### config.mk
export PLATFORM = sky130hd
export DESIGN_NAME = audio_mixer_duck
export DESIGN_NICKNAME = d
export VERILOG_FILES = /design/src/rtl/audio_mix_pkg.sv /design/src/rtl/duck_envelope.sv /design/src/rtl/audio_mixer_duck.sv
export SDC_FILE = /design/constraint.sdc
export NUM_CORES = 1
export LEC_CHECK = 0
export CAP_MARGIN = 20
export CORE_MARGIN = 10
export CORE_UTILIZATION = 47
export DETAILED_ROUTE_END_ITERATION = 16
export HOLD_SLACK_MARGIN = 0.1
export PLACE_DENSITY = 0.65
export SLEW_MARGIN = 20
export SYNTH_ARGS = -nofsm -noshare
export SYNTH_HDL_FRONTEND = slang
export SYNTH_SLANG_ARGS = --single-unit
### constraint.sdc
create_clock -name clk -period 9.4 [get_ports clk]
set_clock_uncertainty 0.05 [all_clocks]
set_input_delay 1.88 -clock clk [delete_from_list [all_inputs] [get_ports clk]]
set_output_delay 1.88 -clock clk [all_outputs]
set_load 0.01 [all_outputs]
### src/rtl/audio_mix_pkg.sv
`default_nettype none
// ---------------------------------------------------------------------------
// audio_mix_pkg
//   Shared types and sizing helpers for the ducking audio mixer.
//   Rev 1.0 - initial release
// ---------------------------------------------------------------------------
package audio_mix_pkg;

  // Frame-processing sequencer states
  typedef enum logic [2:0] {
    ST_IDLE  = 3'd0,
    ST_ACC   = 3'd1,
    ST_SCALE = 3'd2,
    ST_SAT   = 3'd3,
    ST_OUT   = 3'd4
  } state_t;

  // Gain code that represents 1.0
  function automatic int unity_gain(input int gain_w);
    return 1 << (gain_w - 1);
  endfunction

  // Accumulator width: full product plus headroom for summing every channel
  function automatic int acc_width(input int w, input int gain_w, input int num_ch);
    return w + gain_w + 1 + $clog2(num_ch);
  endfunction

  // Clamp a wide signed value into a signed w-bit range
  function automatic logic signed [63:0] saturate(input logic signed [63:0] x, input int w);
    logic signed [63:0] hi;
    logic signed [63:0] lo;
    hi = (64'sd1 <<< (w - 1)) - 64'sd1;
    lo = -(64'sd1 <<< (w - 1));
    if (x > hi) return hi;
    else if (x < lo) return lo;
    else return x;
  endfunction

endpackage
`default_nettype wire

### src/rtl/duck_envelope.sv
`default_nettype none
// ---------------------------------------------------------------------------
// duck_envelope
//   Ramped ducking gain: attacks toward a floor while the priority channel is
//   active, holds for a number of samples after it goes quiet, then releases
//   back toward unity.
//   Rev 1.0 - initial release
// ---------------------------------------------------------------------------
module duck_envelope
  import audio_mix_pkg::*;
#(
  parameter int GAIN_W       = 8,
  parameter int DUCK_FLOOR   = 32,
  parameter int DUCK_STEP    = 16,
  parameter int HOLD_SAMPLES = 64
) (
  input  logic              clk,
  input  logic              rst,
  input  logic              update,
  input  logic              prio_active,
  input  logic              duck_en,
  output logic [GAIN_W-1:0] duck_gain
);

  // Extended width so gain +/- step never wraps
  localparam int EW    = GAIN_W + 2;
  localparam int HW    = (HOLD_SAMPLES > 0) ? $clog2(HOLD_SAMPLES + 1) : 1;
  localparam logic [EW-1:0] UNITY_E = EW'(unity_gain(GAIN_W));
  localparam logic [EW-1:0] FLOOR_E = EW'(DUCK_FLOOR);
  localparam logic [EW-1:0] STEP_E  = EW'(DUCK_STEP);
  localparam logic [HW-1:0] HOLD_C  = HW'(HOLD_SAMPLES);

  logic [HW-1:0] hold_cnt;
  logic [EW-1:0] gain_e;
  logic [EW-1:0] gain_dn;
  logic [EW-1:0] gain_up;

  // Candidate next gains for attack and release, clamped to floor / unity
  always_comb begin
    gain_e  = {2'b00, duck_gain};
    gain_dn = (gain_e >= FLOOR_E + STEP_E) ? (gain_e - STEP_E) : FLOOR_E;
    gain_up = (gain_e + STEP_E <= UNITY_E) ? (gain_e + STEP_E) : UNITY_E;
  end

  // Envelope state advances once per completed frame
  always_ff @(posedge clk) begin
    if (rst) begin
      duck_gain <= UNITY_E[GAIN_W-1:0];
      hold_cnt  <= '0;
    end else if (update) begin
      if (!duck_en) begin
        duck_gain <= UNITY_E[GAIN_W-1:0];
        hold_cnt  <= '0;
      end else if (prio_active) begin
        duck_gain <= gain_dn[GAIN_W-1:0];
        hold_cnt  <= HOLD_C;
      end else if (hold_cnt != '0) begin
        hold_cnt  <= hold_cnt - 1'b1;
      end else begin
        duck_gain <= gain_up[GAIN_W-1:0];
      end
    end
  end

endmodule
`default_nettype wire

### src/rtl/audio_mixer_duck.sv
`default_nettype none
// ---------------------------------------------------------------------------
// audio_mixer_duck
//   N-channel mixer with per-channel gain and mute, one priority channel that
//   ducks all others through a ramped envelope, and explicit saturation.
//   One shared multiplier is stepped across the channels each frame.
//   Rev 1.0 - initial release
// ---------------------------------------------------------------------------
module audio_mixer_duck
  import audio_mix_pkg::*;
#(
  parameter int NUM_CH       = 4,
  parameter int W            = 16,
  parameter int GAIN_W       = 8,
  parameter int DUCK_CH      = 0,
  parameter int DUCK_FLOOR   = 32,
  parameter int DUCK_STEP    = 16,
  parameter int HOLD_SAMPLES = 64
) (
  input  logic                     clk,
  input  logic                     rst,
  input  logic                     sample_tick,
  input  logic [NUM_CH*W-1:0]      ch_data,
  input  logic [NUM_CH*GAIN_W-1:0] ch_gain,
  input  logic [NUM_CH-1:0]        ch_mute,
  input  logic                     duck_en,
  output logic signed [W-1:0]      mix_out,
  output logic                     mix_valid,
  output logic                     clip,
  output logic                     overrun,
  output logic                     busy
);

  localparam int PW    = W + GAIN_W + 1;
  localparam int AW    = acc_width(W, GAIN_W, NUM_CH);
  localparam int SW    = AW + GAIN_W + 2;
  localparam int IDXW  = (NUM_CH > 1) ? $clog2(NUM_CH) : 1;
  localparam logic [GAIN_W:0]   UNITY_G = (GAIN_W + 1)'(unity_gain(GAIN_W));
  localparam logic [IDXW-1:0]   LAST_CH = IDXW'(NUM_CH - 1);
  localparam logic [IDXW-1:0]   PRIO_CH = IDXW'(DUCK_CH);

  // Frame snapshot
  logic [NUM_CH*W-1:0]      cap_data;
  logic [NUM_CH*GAIN_W-1:0] cap_gain;
  logic [NUM_CH-1:0]        cap_mute;
  logic                     cap_duck_en;

  state_t                   state;
  logic [IDXW-1:0]          ch_idx;
  logic signed [AW-1:0]     acc_fg;
  logic signed [AW-1:0]     acc_bg;
  logic signed [SW-1:0]     wide_r;
  logic signed [W-1:0]      sat_r;
  logic                     clip_next;
  logic [GAIN_W-1:0]        duck_gain;
  logic                     prio_active;

  logic signed [W-1:0]      cur_sample;
  logic [GAIN_W-1:0]        cur_gain;
  logic                     cur_mute;
  logic signed [PW-1:0]     cur_prod;
  logic signed [AW-1:0]     prod_ext;

  logic signed [AW-1:0]     fg_sh;
  logic signed [AW-1:0]     bg_sh;
  logic [GAIN_W:0]          eff_gain;
  logic signed [SW-1:0]     bg_mul;
  logic signed [SW-1:0]     wide;
  logic signed [63:0]       wide64;
  logic signed [63:0]       sat64;

  // Shared multiplier: product of the channel currently selected by ch_idx
  always_comb begin
    cur_sample = cap_data[ch_idx*W +: W];
    cur_gain   = cap_gain[ch_idx*GAIN_W +: GAIN_W];
    cur_mute   = cap_mute[ch_idx];
    cur_prod   = '0;
    if (!cur_mute) begin
      cur_prod = $signed({{(PW-W){cur_sample[W-1]}}, cur_sample})
               * $signed({{(PW-GAIN_W){1'b0}}, cur_gain});
    end
    prod_ext = {{(AW-PW){cur_prod[PW-1]}}, cur_prod};
  end

  // Scale: drop the gain fraction, apply the duck gain to background only
  always_comb begin
    fg_sh    = acc_fg >>> (GAIN_W - 1);
    bg_sh    = acc_bg >>> (GAIN_W - 1);
    eff_gain = cap_duck_en ? {1'b0, duck_gain} : UNITY_G;
    bg_mul   = $signed({{(SW-AW){bg_sh[AW-1]}}, bg_sh})
             * $signed({{(SW-GAIN_W-1){1'b0}}, eff_gain});
    wide     = $signed({{(SW-AW){fg_sh[AW-1]}}, fg_sh}) + (bg_mul >>> (GAIN_W - 1));
  end

  // Clamp the scaled sum to the output range
  always_comb begin
    wide64 = {{(64-SW){wide_r[SW-1]}}, wide_r};
    sat64  = saturate(wide64, W);
  end

  // Priority channel counts as active only if audible and ducking is enabled
  always_comb begin
    prio_active = (cap_data[DUCK_CH*W +: W] != '0) && !cap_mute[DUCK_CH] && cap_duck_en;
  end

  // Frame sequencer: capture, accumulate per channel, scale, clamp, publish
  always_ff @(posedge clk) begin
    if (rst) begin
      state       <= ST_IDLE;
      ch_idx      <= '0;
      acc_fg      <= '0;
      acc_bg      <= '0;
      cap_data    <= '0;
      cap_gain    <= '0;
      cap_mute    <= '0;
      cap_duck_en <= 1'b0;
      wide_r      <= '0;
      sat_r       <= '0;
      clip_next   <= 1'b0;
      mix_out     <= '0;
      mix_valid   <= 1'b0;
      clip        <= 1'b0;
      overrun     <= 1'b0;
      busy        <= 1'b0;
    end else begin
      mix_valid <= 1'b0;
      overrun   <= sample_tick && (state != ST_IDLE);
      case (state)
        ST_IDLE: begin
          if (sample_tick) begin
            cap_data    <= ch_data;
            cap_gain    <= ch_gain;
            cap_mute    <= ch_mute;
            cap_duck_en <= duck_en;
            acc_fg      <= '0;
            acc_bg      <= '0;
            ch_idx      <= '0;
            busy        <= 1'b1;
            state       <= ST_ACC;
          end
        end
        ST_ACC: begin
          if (ch_idx == PRIO_CH) acc_fg <= acc_fg + prod_ext;
          else                   acc_bg <= acc_bg + prod_ext;
          if (ch_idx == LAST_CH) state  <= ST_SCALE;
          else                   ch_idx <= ch_idx + 1'b1;
        end
        ST_SCALE: begin
          wide_r <= wide;
          state  <= ST_SAT;
        end
        ST_SAT: begin
          sat_r     <= sat64[W-1:0];
          clip_next <= (sat64 != wide64);
          state     <= ST_OUT;
        end
        ST_OUT: begin
          mix_out   <= sat_r;
          clip      <= clip_next;
          mix_valid <= 1'b1;
          busy      <= 1'b0;
          state     <= ST_IDLE;
        end
        default: state <= ST_IDLE;
      endcase
    end
  end

  duck_envelope #(
    .GAIN_W       (GAIN_W),
    .DUCK_FLOOR   (DUCK_FLOOR),
    .DUCK_STEP    (DUCK_STEP),
    .HOLD_SAMPLES (HOLD_SAMPLES)
  ) u_env (
    .clk         (clk),
    .rst         (rst),
    .update      (state == ST_OUT),
    .prio_active (prio_active),
    .duck_en     (cap_duck_en),
    .duck_gain   (duck_gain)
  );

endmodule
`default_nettype wire

==> flow_summary.ini <==
[global_route]
overflow = 0
grt_max_degree = 129
grt_pass1_wl_mm = 90.9
track_usage = 0.194
grt_pass1_vias = 18100
antenna_found_initial = 0

[hold_path]
hold_path_class = flop to flop

[detailed_routing]
wire_per_inst_um = 16.4
wirelength_mm = 55.5
drcViolationCount = 0
drt-met1-wl_mm = 25.3
drtIter0Drc = 1313
vias = 18200
firstDrtPassIters = 5
dr_wl_met3_mm = 2.39
routed.top_layer = met4
final_antenna_net_count = 0
wl_met2_mm = 26.9
vias_per_cell = 5.37

[power_and_ir_drop]
power.density_nw_per_um2 = 146
leakage_uw = 0.0115
vdd_drop_max_uv = 134

[worst_setup_path]
critPathRequiredTime_ns = 9.77
cp_slowest_stage_delay_ns = 0.91
critPathKind = flop to flop
r2r_slack_ns = 0.70
end_kind = flop
worstSetupStartpointType = flop
crit_slowest_cell = dfxtp_2
arrival_ns = 9.07
cp_max_fo = 27

[sta]
slew_headroom = 0.305
finalHoldViolCount = 0
fin_crit_sh = 0.926
min_period_ns = 8.70
grt_setup_unrepaired = no
max_freq_mhz = 115
finalSetupTns_ns = 0
setup_violations = 0
tightest_slew_ns = 1.04
fin_ws_ns = 0.698
final-max-slew-violation-count = 0

[synth]
ys_ff_latch = 231
netlist_area_um2 = 22000
synthFlopType = dfxtp_1
yosysTopAreaCell = dfxtp_1
ys_types = 91
synth_area_leaders = dfxtp_1 21%, fa_1 20%, ha_1 10%
ys_async_sr_fraction = 0
seq_area_frac_synth = 0.211
synth-edff-count = 0
synth_top_area_frac = 0.211
avgSynthCellArea_um2 = 8.38
syn_inst = 2622
yosys_warnings = 0

[clocking]
cts_resized = 0
htree_levels = 1
clk_path_buf_depth = 3
post_cts_buffers = 0
cts-buffers-inserted = 27
cts_sinks = 231
clk_latency_ns = 0.58
clk_pin_slew_worst_paths_ns = 0.06
root_buffer = clkbuf_16
ctsHoldBuffers = 0
cts_tree = yes

[floorplanning]
die_area_um2 = 55800
fp.dieH_um = 236
fp.coreArea_um2 = 46400
std_cell_rows = 79
ios = 124
start_util = 0.474
die_x_um = 236

[place]
dpl.cell_count = 3336
dp_slack_ns = 0.720
portBuffers = 123
dp_hpwl_mm = 43.7
place.gp.congestion = 0.894

[layout]
nNetsFinal = 3263
n_antenna_cell = 0
drive_gt1_frac = 0.0479
instances_no_fill = 3385
num-fill-cells = 4316
syn2layout_area_growth_pct = 13.4

[flow_run]
max_cap_violations = 0

[run_status]
status = finished clean
## critical path, delay by kind of cell, from the launching register on
kind	cells	cell delay (ns)
buffers and inverters	2	0.09
DFF	1	0.91
adders and majority gates	6	2.50
and+or+nand+nor	6	1.24
AOI/OAI and AO/OA	11	2.55
muxes	3	1.19
## layer usage
layer,GRT usage,up-vias
met1,0.259,8916
li1,-,8861
met4,0.0359,0
met3,0.0277,56
met2,0.329,338
met5,0,-
## Yosys cell counts, types with 15 or more instances
cell	instances
o21ai_0	44
mux4_2	25
a22oi_1	37
and3_1	57
dfxtp_1	231
inv_1	340
nand2b_1	27
nor2_1	154
a21oi_1	248
nor2b_1	16
nand3_1	32
nor3_1	31
ha_1	178
and2_1	90
a311oi_1	16
o21a_1	17
a21o_1	30
clkbuf_1	103
fa_1	223
nand2_1	420
xnor2_1	69
a211oi_1	15
xor2_1	29
## kinds of logic after synthesis
family / synth area share
and+or+nand+nor: 0.184
AOI/OAI and AO/OA: 0.152
buffers and inverters: 0.0786
adders and majority gates: 0.307
DFF: 0.211
xor gates and xnor gates: 0.0391
muxes: 0.0287
other: 0.000342
## cell usage in the layout, fill, tap and decap left out, types with 85 or more instances in the layout
cell type and n:
fa_1 223, nor2_1 154, conb_1 85, a21oi_1 248, inv_1 340, clkdlybuf4s50_1 122, and2_1 89, nand2_1 419
dfxtp_1 230, ha_1 178
## registers in the layout, summed over array words and instances, names as in the netlist, 4 cells and up
| register | flops |
|---|---|
| cap_data | 64 |
| cap_gain | 32 |
| acc_bg | 27 |
| acc_fg | 27 |
| wide_r | 23 |
| mix_out | 16 |
| sat_r | 16 |
| u_env.hold_cnt | 7 |
| cap_mute | 4 |
| u_env.duck_gain | 4 |
## per-stage QoR
stage	total power (uW)	hold WS, ns	area (um^2)	util
finish	3640	0.403	24900	0.537
global route	3880	0.424	24900	0.537
CTS	3630	0.405	24900	0.537
detailed placement	2510	0.397	23900	0.517
global placement	2480	0.389	23900	0.517
floorplan	2110	0.382	22300	-
## layout make-up
type                       count  area, um^2  share of cell area
multi-input combinational   2020       16000               0.641
sequential                   231        4630               0.186
timing repair buffer         136        1330              0.0534
inverter                     342        1280              0.0516
clock buffer                  40         805              0.0323
tap                          607         759              0.0305
clock inverter                 9         139             0.00558
## power breakdown
group          switching [uW]  total [uW]  internal [uW]
sequential               34.7        1050           1010
combinational             890        1470            583
clock                     444        1120            675
## worst paths after layout
kind,start,end,cells after the start
max,ch_idx[0],acc_fg[26],28
min,cap_data[18],cap_data[18],2
max reg2reg,ch_idx[0],acc_fg[26],28
min reg2reg,cap_data[18],cap_data[18],2
Note: power is estimated with default switching activity, not from simulation.
